File: src/rtl/icache_refill_pkg.sv
// Shared types and constants for the instruction-cache AXI refill engine.
// Optional error reporting is enabled by defining ICACHE_REFILL_ERR_EN.
package icache_refill_pkg;

    localparam int unsigned LineWidthDflt    = 128;
    localparam int unsigned AxiDataWidthDflt = 64;
    localparam int unsigned BeatsPerLine     = LineWidthDflt / AxiDataWidthDflt;

    localparam int unsigned MaxPaddrWidth = 64;
    localparam int unsigned MaxIdWidth    = 16;

    localparam logic [1:0] INCR   = 2'b01;
    localparam logic [1:0] OKAY   = 2'b00;
    localparam logic [1:0] SLVERR = 2'b10;
    localparam logic [1:0] DECERR = 2'b11;

    typedef enum logic [1:0] {
        ST_IDLE,
        ST_ADDR,
        ST_DATA,
        ST_RTRN
    } refill_state_e;

    // Sized for the widest supported address/ID; the top zero-extends into it.
    typedef struct packed {
        logic [MaxPaddrWidth-1:0] paddr;
        logic                     nc;
        logic [MaxIdWidth-1:0]    tid;
    } refill_req_t;

    function automatic logic [63:0] addr_mask(input int unsigned off_bits);
        return ~((64'd1 << off_bits) - 64'd1);
    endfunction

endpackage

File: src/rtl/icache_refill_fifo.sv
// Request queue for the refill engine: power-of-two depth, generic entry type,
// same-cycle flush that also discards a concurrent push.
module icache_refill_fifo #(
    parameter int unsigned Depth = 2,
    parameter type         T     = logic
) (
    input  logic clk_i,
    input  logic rst_i,
    input  logic flush_i,
    input  logic push_i,
    input  T     data_i,
    input  logic pop_i,
    output T     data_o,
    output logic full_o,
    output logic empty_o
);

    localparam int unsigned PtrW = (Depth > 1) ? $clog2(Depth) : 1;
    localparam int unsigned CntW = $clog2(Depth + 1);

    logic [PtrW-1:0] wr_ptr_q, wr_ptr_d;
    logic [PtrW-1:0] rd_ptr_q, rd_ptr_d;
    logic [CntW-1:0] cnt_q, cnt_d;
    T                mem_q [Depth];
    logic            do_push;
    logic            do_pop;

    function automatic logic [PtrW-1:0] next_ptr(input logic [PtrW-1:0] p);
        if (p == PtrW'(Depth - 1)) begin
            return '0;
        end
        return p + PtrW'(1);
    endfunction

    assign full_o  = (cnt_q == CntW'(Depth));
    assign empty_o = (cnt_q == '0);
    assign data_o  = mem_q[rd_ptr_q];

    // No pass-through: a full queue refuses a push even if it pops this cycle.
    assign do_push = push_i && !full_o && !flush_i;
    assign do_pop  = pop_i && !empty_o && !flush_i;

    always_comb begin
        wr_ptr_d = wr_ptr_q;
        rd_ptr_d = rd_ptr_q;
        cnt_d    = cnt_q;
        if (flush_i) begin
            wr_ptr_d = '0;
            rd_ptr_d = '0;
            cnt_d    = '0;
        end else begin
            if (do_push) begin
                wr_ptr_d = next_ptr(wr_ptr_q);
            end
            if (do_pop) begin
                rd_ptr_d = next_ptr(rd_ptr_q);
            end
            if (do_push && !do_pop) begin
                cnt_d = cnt_q + CntW'(1);
            end else if (!do_push && do_pop) begin
                cnt_d = cnt_q - CntW'(1);
            end
        end
    end

    always_ff @(posedge clk_i) begin
        if (rst_i) begin
            wr_ptr_q <= '0;
            rd_ptr_q <= '0;
            cnt_q    <= '0;
        end else begin
            wr_ptr_q <= wr_ptr_d;
            rd_ptr_q <= rd_ptr_d;
            cnt_q    <= cnt_d;
        end
    end

    always_ff @(posedge clk_i) begin
        if (do_push) begin
            mem_q[wr_ptr_q] <= data_i;
        end
    end

endmodule

File: src/rtl/icache_axi_refill.sv
// Instruction-cache line refill over a single-outstanding AXI read channel.
// Define ICACHE_REFILL_ERR_EN to report R-channel errors on rtrn_err_o.
//
// state   | meaning
// --------+-------------------------------------------------------------
// ST_IDLE | waiting for a queued request; head copied into AR registers
// ST_ADDR | ar_valid_o held with stable fields until ar_ready_i; pops head
// ST_DATA | r_ready_o high, beats assembled into the line buffer
// ST_RTRN | one-cycle line return (no backpressure)
import icache_refill_pkg::*;

module icache_axi_refill #(
    parameter int unsigned LineWidth    = 128,
    parameter int unsigned AxiDataWidth = 64,
    parameter int unsigned AxiIdWidth   = 4,
    parameter int unsigned PlenWidth    = 56,
    parameter int unsigned ReqDepth     = 2
) (
    input  logic                    clk_i,
    input  logic                    rst_i,
    input  logic                    flush_i,
    input  logic                    req_valid_i,
    output logic                    req_ready_o,
    input  logic [PlenWidth-1:0]    req_paddr_i,
    input  logic                    req_nc_i,
    input  logic [AxiIdWidth-1:0]   req_tid_i,
    output logic                    rtrn_valid_o,
    output logic [LineWidth-1:0]    rtrn_data_o,
    output logic [AxiIdWidth-1:0]   rtrn_tid_o,
    output logic                    rtrn_err_o,
    output logic                    ar_valid_o,
    input  logic                    ar_ready_i,
    output logic [63:0]             ar_addr_o,
    output logic [7:0]              ar_len_o,
    output logic [2:0]              ar_size_o,
    output logic [1:0]              ar_burst_o,
    output logic [AxiIdWidth-1:0]   ar_id_o,
    input  logic                    r_valid_i,
    output logic                    r_ready_o,
    input  logic [AxiDataWidth-1:0] r_data_i,
    input  logic [1:0]              r_resp_i,
    input  logic                    r_last_i,
    input  logic [AxiIdWidth-1:0]   r_id_i
);

    localparam int unsigned NumBeats = LineWidth / AxiDataWidth;
    localparam int unsigned BeatCntW = $clog2(NumBeats + 1);
    localparam logic [63:0] LineMask = addr_mask($clog2(LineWidth / 8));
    localparam logic [63:0] BeatMask = addr_mask($clog2(AxiDataWidth / 8));

    refill_state_e         state_q, state_d;
    logic [63:0]           ar_addr_q, ar_addr_d;
    logic [7:0]            ar_len_q, ar_len_d;
    logic [AxiIdWidth-1:0] ar_id_q, ar_id_d;
    logic [BeatCntW-1:0]   beat_cnt_q, beat_cnt_d;
    logic [LineWidth-1:0]  line_q, line_d;
    logic                  err_q, err_d;
    logic                  flush_sup_q, flush_sup_d;

    refill_req_t           req_entry;
    refill_req_t           head;
    logic                  fifo_push;
    logic                  fifo_pop;
    logic                  fifo_full;
    logic                  fifo_empty;
    logic                  unused_ok;

    assign req_entry.paddr = MaxPaddrWidth'(req_paddr_i);
    assign req_entry.nc    = req_nc_i;
    assign req_entry.tid   = MaxIdWidth'(req_tid_i);

    assign req_ready_o = !fifo_full && !rst_i;
    assign fifo_push   = req_valid_i && req_ready_o;

    icache_refill_fifo #(
        .Depth (ReqDepth),
        .T     (refill_req_t)
    ) u_req_fifo (
        .clk_i   (clk_i),
        .rst_i   (rst_i),
        .flush_i (flush_i),
        .push_i  (fifo_push),
        .data_i  (req_entry),
        .pop_i   (fifo_pop),
        .data_o  (head),
        .full_o  (fifo_full),
        .empty_o (fifo_empty)
    );

    always_comb begin
        state_d     = state_q;
        ar_addr_d   = ar_addr_q;
        ar_len_d    = ar_len_q;
        ar_id_d     = ar_id_q;
        beat_cnt_d  = beat_cnt_q;
        line_d      = line_q;
        err_d       = err_q;
        flush_sup_d = flush_sup_q;
        fifo_pop    = 1'b0;
        ar_valid_o  = 1'b0;
        r_ready_o   = 1'b0;

        unique case (state_q)
            ST_IDLE: begin
                // The head stays queued until its AR handshake frees the slot.
                if (!fifo_empty && !flush_i) begin
                    ar_addr_d = head.nc ? (head.paddr & BeatMask) : (head.paddr & LineMask);
                    ar_len_d  = head.nc ? 8'd0 : 8'(NumBeats - 1);
                    ar_id_d   = head.tid[AxiIdWidth-1:0];
                    state_d   = ST_ADDR;
                end
            end
            ST_ADDR: begin
                ar_valid_o = 1'b1;
                if (flush_i) begin
                    flush_sup_d = 1'b1;
                end
                if (ar_ready_i) begin
                    fifo_pop   = 1'b1;
                    beat_cnt_d = '0;
                    line_d     = '0;
                    err_d      = 1'b0;
                    state_d    = ST_DATA;
                end
            end
            ST_DATA: begin
                r_ready_o = 1'b1;
                if (flush_i) begin
                    flush_sup_d = 1'b1;
                end
                if (r_valid_i) begin
                    for (int unsigned k = 0; k < NumBeats; k++) begin
                        if (beat_cnt_q == BeatCntW'(k)) begin
                            line_d[k*AxiDataWidth +: AxiDataWidth] = r_data_i;
                        end
                    end
                    if (beat_cnt_q != BeatCntW'(NumBeats)) begin
                        beat_cnt_d = beat_cnt_q + BeatCntW'(1);
                    end
`ifdef ICACHE_REFILL_ERR_EN
                    err_d = err_q | r_resp_i[1];
`endif
                    if (r_last_i) begin
                        flush_sup_d = 1'b0;
                        state_d     = (flush_sup_q || flush_i) ? ST_IDLE : ST_RTRN;
                    end
                end
            end
            ST_RTRN: begin
                state_d = ST_IDLE;
            end
            default: begin
                state_d = ST_IDLE;
            end
        endcase
    end

    always_ff @(posedge clk_i) begin
        if (rst_i) begin
            state_q     <= ST_IDLE;
            ar_addr_q   <= '0;
            ar_len_q    <= '0;
            ar_id_q     <= '0;
            beat_cnt_q  <= '0;
            line_q      <= '0;
            err_q       <= 1'b0;
            flush_sup_q <= 1'b0;
        end else begin
            state_q     <= state_d;
            ar_addr_q   <= ar_addr_d;
            ar_len_q    <= ar_len_d;
            ar_id_q     <= ar_id_d;
            beat_cnt_q  <= beat_cnt_d;
            line_q      <= line_d;
            err_q       <= err_d;
            flush_sup_q <= flush_sup_d;
        end
    end

    assign ar_addr_o  = ar_addr_q;
    assign ar_len_o   = ar_len_q;
    assign ar_size_o  = 3'($clog2(AxiDataWidth / 8));
    assign ar_burst_o = INCR;
    assign ar_id_o    = ar_id_q;

    assign rtrn_valid_o = (state_q == ST_RTRN);
    assign rtrn_tid_o   = rtrn_valid_o ? ar_id_q : '0;
    // err_q never sets without error reporting, so data passes unchanged then.
    assign rtrn_data_o  = (rtrn_valid_o && !err_q) ? line_q : '0;
`ifdef ICACHE_REFILL_ERR_EN
    assign rtrn_err_o   = rtrn_valid_o && err_q;
`else
    assign rtrn_err_o   = 1'b0;
`endif

    assign unused_ok = ^{r_id_i, r_resp_i, head.tid};

endmodule

File: config.mk
export PLATFORM = sky130hd
export DESIGN_NAME = icache_axi_refill
export DESIGN_NICKNAME = d
export VERILOG_FILES = /design/src/rtl/icache_refill_pkg.sv /design/src/rtl/icache_refill_fifo.sv /design/src/rtl/icache_axi_refill.sv
export SDC_FILE = /design/constraint.sdc
export NUM_CORES = 1
export LEC_CHECK = 0
export ABC_AREA = 1
export CAP_MARGIN = 20
export CORE_MARGIN = 2
export CORE_UTILIZATION = 33
export CTS_CLUSTER_DIAMETER = 200
export CTS_CLUSTER_SIZE = 28
export DETAILED_ROUTE_END_ITERATION = 8
export GPL_TIMING_DRIVEN = 0
export MAX_ROUTING_LAYER = met4
export PLACE_DENSITY_LB_ADDON = 0.08
export SYNTH_ARGS = -nofsm -noshare
export SYNTH_HDL_FRONTEND = slang
export SYNTH_SLANG_ARGS = --single-unit
File: constraint.sdc
create_clock -name clk_i -period 3.51 [get_ports clk_i]
set_input_delay 0.5265 -clock clk_i [delete_from_list [all_inputs] [get_ports clk_i]]
set_output_delay 0.5265 -clock clk_i [all_outputs]
set_load 0.02 [all_outputs]
After elaboration in Yosys (flattened, before gate mapping)
Memory sizes are Yosys's and may differ from the RTL's. A register that Yosys moved wholly into a read port is not among the register bits. Cells that the tools add are included. Widths: inputs -> output; s select.

$add $sub $neg: 5. $mul: 0. Div/mod/pow operators: 0. $lt $le $gt $ge: 0. Equal/unequal tests: 13. Shift operators: 0. Mux-type cells: 43. Bitwise operators: 0. Reductions and logical operators: 27.

Operators by type and width (number): $mux 128 (3); $pmux 128 s2 (1); $mux 64 (2); $mux 1 (22); $mux 2 (10); $ne 2x2->1 const B (8); $reduce_and 4->1 (4); $logic_and 1x1->1 (9); $mux 4 (2); $pmux 2 s4 (1); $eq 2x2->1 const B (3); $logic_not 1->1 (6); $logic_not 2->1 (3); $add 2x1->2 const B (2); $eq 2x1->1 const B (2); $pmux 2 s2 (1); $reduce_bool 2->1 (2); $add 1x1->1 const B (2); $pmux 1 s2 (1); $reduce_and 2->1 (1); $reduce_or 2->1 (1); $sub 2x1->2 const B (1); $logic_or 1x1->1 (1).

Bits in registers: 213. Bits in latches: 0. Bits in writable memories: 122. Memory bits (read-only): 0. Input bits: 138. Logic and storage cells: 100. Memories kept: 1.

Memory list: u_req_fifo.mem_q (depth 2, bits a word 61, read ports 1, clocked after Yosys merged registers in 1, write ports 1, line icache_refill_fifo.sv:24) `T mem_q [Depth];`.

Depth between registers and ports, before layout
Gate-level depths: netlist of run 1.

Depth in word-level cells: 10. Mapped depth: 12. Gate-level depth less buffers: 10.

Hierarchy
Synthesis of run 1 repeated with hierarchy kept, for this count alone.

Cell total of the unflattened synthesis: 1640. Area total of the unflattened synthesis: 15334.7 µm².

Modules (own cells, without submodules): icache_axi_refill (instances 1, cells an instance 1347, area each 8831.0 µm², seq. area each 3983.8 µm²); icache_refill_fifo (instances 1, cells an instance 293, area each 6503.7 µm², seq. area each 4964.8 µm²).

Worst setup path after synthesis of run 1
OpenSTA, ideal clock, no wires.

Path kind: input-to-reg. From: input port flush_i. To: memory u_req_fifo.mem_q[0][0] (netlist name) (enable). Data arrival time: 3339 ps. Data required time: 3036 ps. Slack: -303 ps. Stages: 3. Path buffers: 0. Cells stage by stage: nor2_1 > nand3_1 > nor2_1.

Longest elaborated chain between the ends: 4.

RTL lines: from (decl) (line icache_axi_refill.sv:21) `input logic flush_i,`; $logic_not 1->1 (line icache_refill_fifo.sv:40) `assign do_push = push_i && !full_o && !flush_i;`; $logic_and 1x1->1 (line icache_refill_fifo.sv:40); $mux 1 (line icache_refill_fifo.sv:79) `if (do_push) begin`; $mux 1 (not written as such) (line icache_refill_fifo.sv:80) `mem_q[wr_ptr_q] <= data_i;`; to (decl) (line icache_refill_fifo.sv:24).

Every way passes these cells.

Worst setup path in the final report of run 1
From: register state_q[1]. To: output port rtrn_data_o[106].

Longest elaborated chain between the ends: 2.

RTL lines: from (decl) (line icache_axi_refill.sv:51) `refill_state_e state_q, state_d;`; from (signal assigned) (line icache_axi_refill.sv:169) `state_q <= state_d;`; $eq 2x2->1 (line icache_axi_refill.sv:186) `assign rtrn_valid_o = (state_q == ST_RTRN);`; $mux 128 (line icache_axi_refill.sv:189) `assign rtrn_data_o = (rtrn_valid_o && !err_q) ? line_q : '0;`; to (decl) (line icache_axi_refill.sv:28) `output logic [LineWidth-1:0] rtrn_data_o,`.

Every way passes these cells.

==> results of run 1 <==
==> layout by cell type, fill, tap and decap left out <==
cell                              count
sky130_fd_sc_hd__conb_1              24
sky130_fd_sc_hd__nor2_4               2
sky130_fd_sc_hd__a21oi_1             64
sky130_fd_sc_hd__clkbuf_1            50
sky130_fd_sc_hd__buf_2               22
sky130_fd_sc_hd__clkdlybuf4s50_1    322
sky130_fd_sc_hd__nor2_1             271
sky130_fd_sc_hd__inv_6                1
sky130_fd_sc_hd__nand2_1            339
sky130_fd_sc_hd__o21ai_2              1
sky130_fd_sc_hd__clkbuf_4             1
sky130_fd_sc_hd__clkbuf_2             3
sky130_fd_sc_hd__ha_1                 8
sky130_fd_sc_hd__buf_12               4
sky130_fd_sc_hd__or2_2                2
sky130_fd_sc_hd__o21ai_1             49
sky130_fd_sc_hd__buf_6               15
sky130_fd_sc_hd__nand3_2              3
sky130_fd_sc_hd__nor3_1               1
sky130_fd_sc_hd__nand3_1              5
sky130_fd_sc_hd__clkinv_16            1
sky130_fd_sc_hd__buf_1                1
sky130_fd_sc_hd__ha_2                 1
sky130_fd_sc_hd__clkinv_1             1
sky130_fd_sc_hd__inv_2                3
sky130_fd_sc_hd__clkbuf_16           15
sky130_fd_sc_hd__inv_1              358
sky130_fd_sc_hd__a211oi_1             1
sky130_fd_sc_hd__o21ai_0            169
sky130_fd_sc_hd__diode_2              3
sky130_fd_sc_hd__dfxtp_1            196
sky130_fd_sc_hd__buf_4               32
sky130_fd_sc_hd__edfxtp_1           116
==> area by class of cell <==
| cell class | count | area (um^2) |
|---|---|---|
| fillers | 4124 | 22000 |
| multi-input cells | 940 | 4020 |
| repair buffers | 326 | 3300 |
| plain buffers | 117 | 707 |
| clock buffers | 22 | 402 |
| flip-flops and latches | 312 | 7410 |
| inverters | 362 | 1360 |
| well taps | 525 | 657 |
| clock inverters | 2 | 38.8 |
| diodes | 3 | 7.51 |
==> registers in the layout, indices dropped and copies added (netlist names), named ones only <==
register and cells:
ar_id_o 4, state_q 2, ar_addr_o 53, u_req_fifo.rd_ptr_q 1, u_req_fifo.mem_q 116, line_q 128
u_req_fifo.cnt_q 2, ar_len_o 1, flush_sup_q 1, u_req_fifo.wr_ptr_q 1, beat_cnt_q 2
==> timing repair <==
item / 4_1_cts / 5_1_grt
gates resized for setup: 4 / 3
endpoints found under the setup margin: 92 / 16
pin swaps: 0 / 0
==> worst max-delay path: stages (launching register included) <==
cell and delay, ns:
sky130_fd_sc_hd__dfxtp_1 0.42, sky130_fd_sc_hd__ha_2 0.33, sky130_fd_sc_hd__clkbuf_4 0.32, sky130_fd_sc_hd__buf_2 0.29
sky130_fd_sc_hd__nand2_1 0.09, sky130_fd_sc_hd__inv_1 0.06, sky130_fd_sc_hd__clkdlybuf4s50_1 0.66
==> Yosys cell counts <==
library cell,n
sky130_fd_sc_hd__nand3_2,3
sky130_fd_sc_hd__o21ai_1,49
sky130_fd_sc_hd__inv_1,358
sky130_fd_sc_hd__conb_1,2
sky130_fd_sc_hd__clkbuf_1,48
sky130_fd_sc_hd__or2_2,2
sky130_fd_sc_hd__a21oi_1,64
sky130_fd_sc_hd__dfxtp_1,196
sky130_fd_sc_hd__edfxtp_1,116
sky130_fd_sc_hd__clkinv_1,1
sky130_fd_sc_hd__buf_4,32
sky130_fd_sc_hd__nand2_1,339
sky130_fd_sc_hd__nand3_1,5
sky130_fd_sc_hd__inv_2,3
sky130_fd_sc_hd__buf_1,1
sky130_fd_sc_hd__o21ai_0,169
sky130_fd_sc_hd__nor2_1,273
sky130_fd_sc_hd__ha_1,9
sky130_fd_sc_hd__buf_2,22
sky130_fd_sc_hd__nor3_1,1
sky130_fd_sc_hd__a211oi_1,1
sky130_fd_sc_hd__buf_6,15
sky130_fd_sc_hd__o21ai_2,1
==> per-layer routing <==
layer	vias up	global-route usage	part of all wire
met1	5028	0.236	0.43
met5	-	-	0
li1	5813	-	-
met3	29	0.0477	0.077
met4	0	0.0308	0.013
met2	253	0.321	0.48
==> path summary, 6_finish.rpt <==
kind,from,end,slack (ns),cells after the start
setup / recovery,state_q[1],rtrn_data_o[106],0.28,6
hold / removal,ar_addr_o[9],ar_addr_o[9],0.45,2
setup reg to reg,state_q[0],line_q[39],1.44,9
hold reg to reg,ar_addr_o[9],ar_addr_o[9],0.45,2
==> power groups by stage <==
stage / registers [mW] / logic [mW] / clock network, mW
final: 4.79 / 2.69 / 2.03
after global routing: 4.88 / 3.07 / 2.24
after CTS: 4.79 / 2.73 / 2.12
after detailed placement: 4.87 / 2.72 / 0
after global placement: 4.85 / 2.67 / 0
after floorplan: 4.80 / 1.89 / 0
==> logic make-up after synthesis <==
| kind of cell | Yosys count |
|---|---|
| AO/OA/AOI/OAI | 284 |
| adder cells (fa/ha/maj) | 9 |
| buffers and inverters | 480 |
| flip-flops | 312 |
| other | 2 |
| AND/OR/NAND/NOR | 623 |
==> implementation parameters, run 1 <==
Parameter                              Value

Power
  Lkg Pwr    8.32 nW
  Logic pwr share    0.283
  Sequential power share    0.504
  Switching share of power    0.333
  Switching power of the nets    3.16 mW
  Peak ir drop on the vdd network    0.351 mV
  Internal Pwr Total    6.34 mW
  Total Power    9.50 mW
  Power per cell area    531 nW/um^2
  Clock power share    0.214

Synth
  Synthesized-area fraction occupied by xor and xnor cells    0
  Avg Synthesized Cell Area    7.83 um^2
  Share of synthesized cell area in full adder, half adder and majority cells    0.00841
  Register area share after synthesis    0.553
  Library cells used by synthesis    23
  Post-synthesis compound-gate area fraction    0.107
  Cell count after synthesis    1,710
  Mux share of post-synthesis cell area    0
  Fraction of synthesized cell area taken by the top area cell type    0.293
  Count of synthesis-stage warnings from yosys    0
  Share of synthesized cell area in and, or, nand and nor gates    0.177
  Library cell with the largest summed area after synthesis    sky130_fd_sc_hd__dfxtp_1
  Flops & latches, synth    312
  Largest family of logic cells by synthesized area    simple AND/OR/NAND/NOR gates
  Leading cell types by total area after synthesis    sky130_fd_sc_hd__dfxtp_1, sky130_fd_sc_hd__edfxtp_1, sky130_fd_sc_hd__inv_1
  Mapped cell area    13,400 um^2

Timing
  Final hold slack    0.451 ns
  Final critical-path setup slack    0.282 ns
  Setup violations, final    0
  Rel. slew slack    0.527
  Total count of max-transition violations in the final report    0
  Setup TNS    0 ns
  Final Critical Period    3.23 ns
  Maximum frequency from static timing analysis    310 MHz
  Setup repair after global routing missed its margin    false
  Share of the clock period used by the worst path after layout    0.920
  Count of endpoints failing hold in the final timing report    0
  Clock skew after layout    0.0352 ns
  Tightest Pin Transition    0.709 ns

Critical path
  Type of element launching the critical path    flop
  Arrival @ worst endpoint    2.70 ns
  CP endpoint kind    output pin
  Required time reported for the critical path endpoint    2.98 ns
  Critical path type    reg -> out
  Critical-path maximum fanout    10

Cells and area
  Count of non-filler cells in the finished layout    2,609
  Final Core Density    0.448
  Net total in the final layout    2,221
  Signed area change from the synthesized netlist to the final layout    33.7%
  Post-layout instance area    17,900 um^2
  Fraction of layout cells with a size suffix above 1    0.0509

Detailed routing
  Detailed-router iteration count before antenna repair    5
  Avg Vias per Cell    4.26
  Routed length per instance    15.1 um
  Routed vias    11,123
  Antenna-violating nets left    0
  Total routed wirelength    39,500 um
  Initial drt markers    383
  Drc violations    0

Run
  Count of maximum capacitance violations    0

Placed design
  Inst Count DP    2,583
  GP Congestion    0.805
  Final HPWL DP    29,700 um
  Number of buffers inserted by port buffering    322
  Post-placement worst setup slack    -0.0465 ns
  Post-Place Cell Area    17,400 um^2

Clock network
  Total number of H-tree levels    1
  Number of buffers created by CTS    15
  Clock Latency Late Sink    0.51 ns
  Clock buffer depth    3
  Clock sink total    312
  TritonCTS clock tree    built
  Clock-pin slew reported for the worst setup and hold paths after clock tree synthesis    0.11 ns
  Quantity of hold-fixing buffers added after cts    0
  Clock root buffer    sky130_fd_sc_hd__clkbuf_16
  # Post-CTS Setup Buffers    0

GRT
  Overall Global Routing Usage    0.191
  Total global routing overflow    0
  Number of antenna violations at the first check in global routing    3
  Largest net degree at the start of global routing    30
  Vias in the first global route    10,567
  Wire length of the first global-routing pass    60,000 um

Run status
  Run status    complete, no violations

Floorplan
  Core area    39,900 um^2
  Floorplan row count    73
  I/O pin count    356
  Die span in x    205 um
  Die Y    205 um
  Effective utilization at floorplan    0.335
  Die area    42,200 um^2

Worst hold path
  Tightest Hold Check Type    reg -> reg
No activity file was read; power rests on OpenSTA's default activity.
==> run 2, diff against run 1 <==
Settings changed: SLEW_MARGIN set to 20.
==> run 2 against run 1 <==
  * Via count barely moved
  * Register-to-register slack barely moved
  * Cell area did not move
  * Largest power group unchanged
  * Highest routed layer unchanged
==> implementation parameters, run 2 (synthesis results as in run 1) <==
Parameter                              Value

Detailed routing
  Initial drt markers    372 (-2.9%)
  Routed vias    11,118 (-0.045%)
  Total routed wirelength    39,700 um (+0.52%)
  Drc violations    0 (unchanged)
  Antenna-violating nets left    0 (unchanged)
  Detailed-router iteration count before antenna repair    4 (-1)
  Routed length per instance    15.2 um (+0.60%)
  Avg Vias per Cell    4.26 (about the same)

Placed design
  Number of buffers inserted by port buffering    322 (unchanged)
  GP Congestion    0.805 (unchanged)
  Post-Place Cell Area    17,500 um^2 (about the same)
  Final HPWL DP    29,600 um (about the same)

GRT
  Total global routing overflow    0 (unchanged)
  Overall Global Routing Usage    0.190 (-0.000885)
  Vias in the first global route    10,648 (+0.77%)
  Largest net degree at the start of global routing    30 (unchanged)
  Number of antenna violations at the first check in global routing    2 (-1)
  Wire length of the first global-routing pass    59,600 um (-0.62%)

Cells and area
  Net total in the final layout    2,221 (unchanged)
  Number of flip-flops under the largest register name    128 (unchanged)
  Commonest non-fill, non-tap cells in the layout    sky130_fd_sc_hd__inv_1, sky130_fd_sc_hd__nand2_1, sky130_fd_sc_hd__clkdlybuf4s50_1, sky130_fd_sc_hd__nor2_1, sky130_fd_sc_hd__dfxtp_1
  Leading cell type in the layout, fill and taps excluded    sky130_fd_sc_hd__inv_1
  Post-layout instance area    17,900 um^2 (unchanged)
  Number of filler cells placed in the layout    4,093 (-0.75%)
  Signed area change from the synthesized netlist to the final layout    33.7% (unchanged)
  Fraction of layout cells with a size suffix above 1    0.0500 (-0.000937)
  Register ranked first by flip-flop count    line_q

Critical path
  Required time reported for the critical path endpoint    2.98 ns (about the same)
  Worst path buffer plus inverter count    4 (unchanged)
  Cell breakdown of the critical path    ha_1 > clkbuf_8 > buf_2 > nand2_1 > inv_1 > clkdlybuf4s50_1
  Critical path type    reg -> out
  Kind of cell adding the most delay to the critical path    buffers and inverters
  Arrival @ worst endpoint    2.74 ns (+0.04 ns)
  R2R Path Start    state_q[0]
  Critical-path maximum fanout    10 (unchanged)
  Launching element of the worst setup path    state_q[1]
  Critical path's slowest cell    sky130_fd_sc_hd__clkdlybuf4s50_1
  CP endpoint kind    output pin
  Type of element launching the critical path    flop
  Crit path largest cell delay    0.67 ns (about the same)

Timing
  Final Critical Period    3.26 ns (+0.0366 ns)
  Maximum frequency from static timing analysis    306 MHz (-1.1%)
  Rel. slew slack    0.496 (-0.0310)
  Clock skew after layout    0.0369 ns (+0.00166 ns)
  Setup violations, final    0 (unchanged)
  Tightest Pin Transition    0.755 ns (+0.0465 ns)
  Total count of max-transition violations in the final report    0 (unchanged)
  Count of endpoints failing hold in the final timing report    0 (unchanged)
  Share of the clock period used by the worst path after layout    0.930 (+0.0104)
  Setup repair after global routing missed its margin    false

Clock network
  Number of instances resized during post-cts repair    5 (+1)
  Clock Latency Late Sink    0.51 ns (about the same)
  Total number of H-tree levels    1 (unchanged)
  Number of buffers created by CTS    15 (unchanged)
  Clock sink total    312 (unchanged)
  TritonCTS clock tree    built
  Clock buffer depth    3 (unchanged)
  # Post-CTS Setup Buffers    0 (unchanged)
  Quantity of hold-fixing buffers added after cts    0 (unchanged)
  Clock root buffer    sky130_fd_sc_hd__clkbuf_16
  Clock-pin slew reported for the worst setup and hold paths after clock tree synthesis    0.12 ns (about the same)

Floorplan
  Die Y    205 um (unchanged)
  Die area    42,200 um^2 (unchanged)
  Core area    39,900 um^2 (unchanged)
  Floorplan row count    73 (unchanged)
  Effective utilization at floorplan    0.335 (unchanged)
  Die span in x    205 um (unchanged)
  I/O pin count    356 (unchanged)

Run status
  Run status    complete, no violations

Power
  Peak ir drop on the vdd network    0.331 mV (-5.7%)
  Power per cell area    531 nW/um^2 (about the same)
  Lkg Pwr    8.33 nW (about the same)
  Total Power    9.50 mW (about the same)

Run
  Count of maximum capacitance violations    0 (unchanged)

Worst hold path
  Min-delay src    ar_addr_o[15]
  Tightest Hold Check Type    reg -> reg
## run 2: changes by cell type in the layout (fill, tap and decap cells not counted), sizes merged
| cell | change |
|---|---|
| inv | -1 |
| diode | -1 |
## run 2: final timing paths
check / end / slack (ns) / cells after the start
worst min register to register: ar_addr_o[15] / 0.45 / 2
worst max-delay path: rtrn_data_o[106] / 0.25 / 6
worst max register to register: line_q[39] / 1.45 / 9
worst min-delay path: ar_addr_o[15] / 0.45 / 2
## run 2: area by class of cell
cell class,count,area [um^2],share of cell area
clock inverters,1,30.0,0.00168
inverters,362,1360,0.0759
well taps,525,657,0.0367
clock buffers,22,402,0.0224
diodes,2,5.00,0.000280
plain buffers,117,713,0.0398
repair buffers,326,3310,0.185
multi-input cells,940,4020,0.224
flip-flops and latches,312,7410,0.414
## run 2: worst register-to-register path: cells and delay by family, from the launching register on
family,cells,cell delay [ns]
adder cells (fa/ha/maj),1,0.24
AO/OA/AOI/OAI,1,0.22
flip-flops,1,0.41
AND/OR/NAND/NOR,3,0.40
buffers and inverters,4,0.69
## run 2: layer usage
metal | track usage | vias up | routed length [um]
met4 | 0.0357 | 0 | 680
met5 | - | - | 0
met1 | 0.236 | 5017 | 17400
met3 | 0.0424 | 32 | 2840
met2 | 0.319 | 266 | 18700
li1 | - | 5803 | -
## run 2: metrics by stage
step                TNS (ns)  setup slack, ns  hold slack [ns]   util  instances
floorplan             -35.13           -0.303            0.454      -       1732
global placement     -325.17            -2.82            0.432  0.435       2579
detailed placement   -0.0488          -0.0269            0.435  0.437       2583
CTS                        0           0.0249            0.456  0.448       2606
global route               0           0.0683            0.468  0.448       2607
finish                     0            0.246            0.451  0.448       2607
## run 2: power by group
group / switching [mW] / total [mW] / internal (mW) / leakage [nW]
clock: 1.19 / 2.02 / 0.825 / 0.205
combinational: 1.61 / 2.69 / 1.08 / 5.47
sequential: 0.355 / 4.79 / 4.43 / 2.65
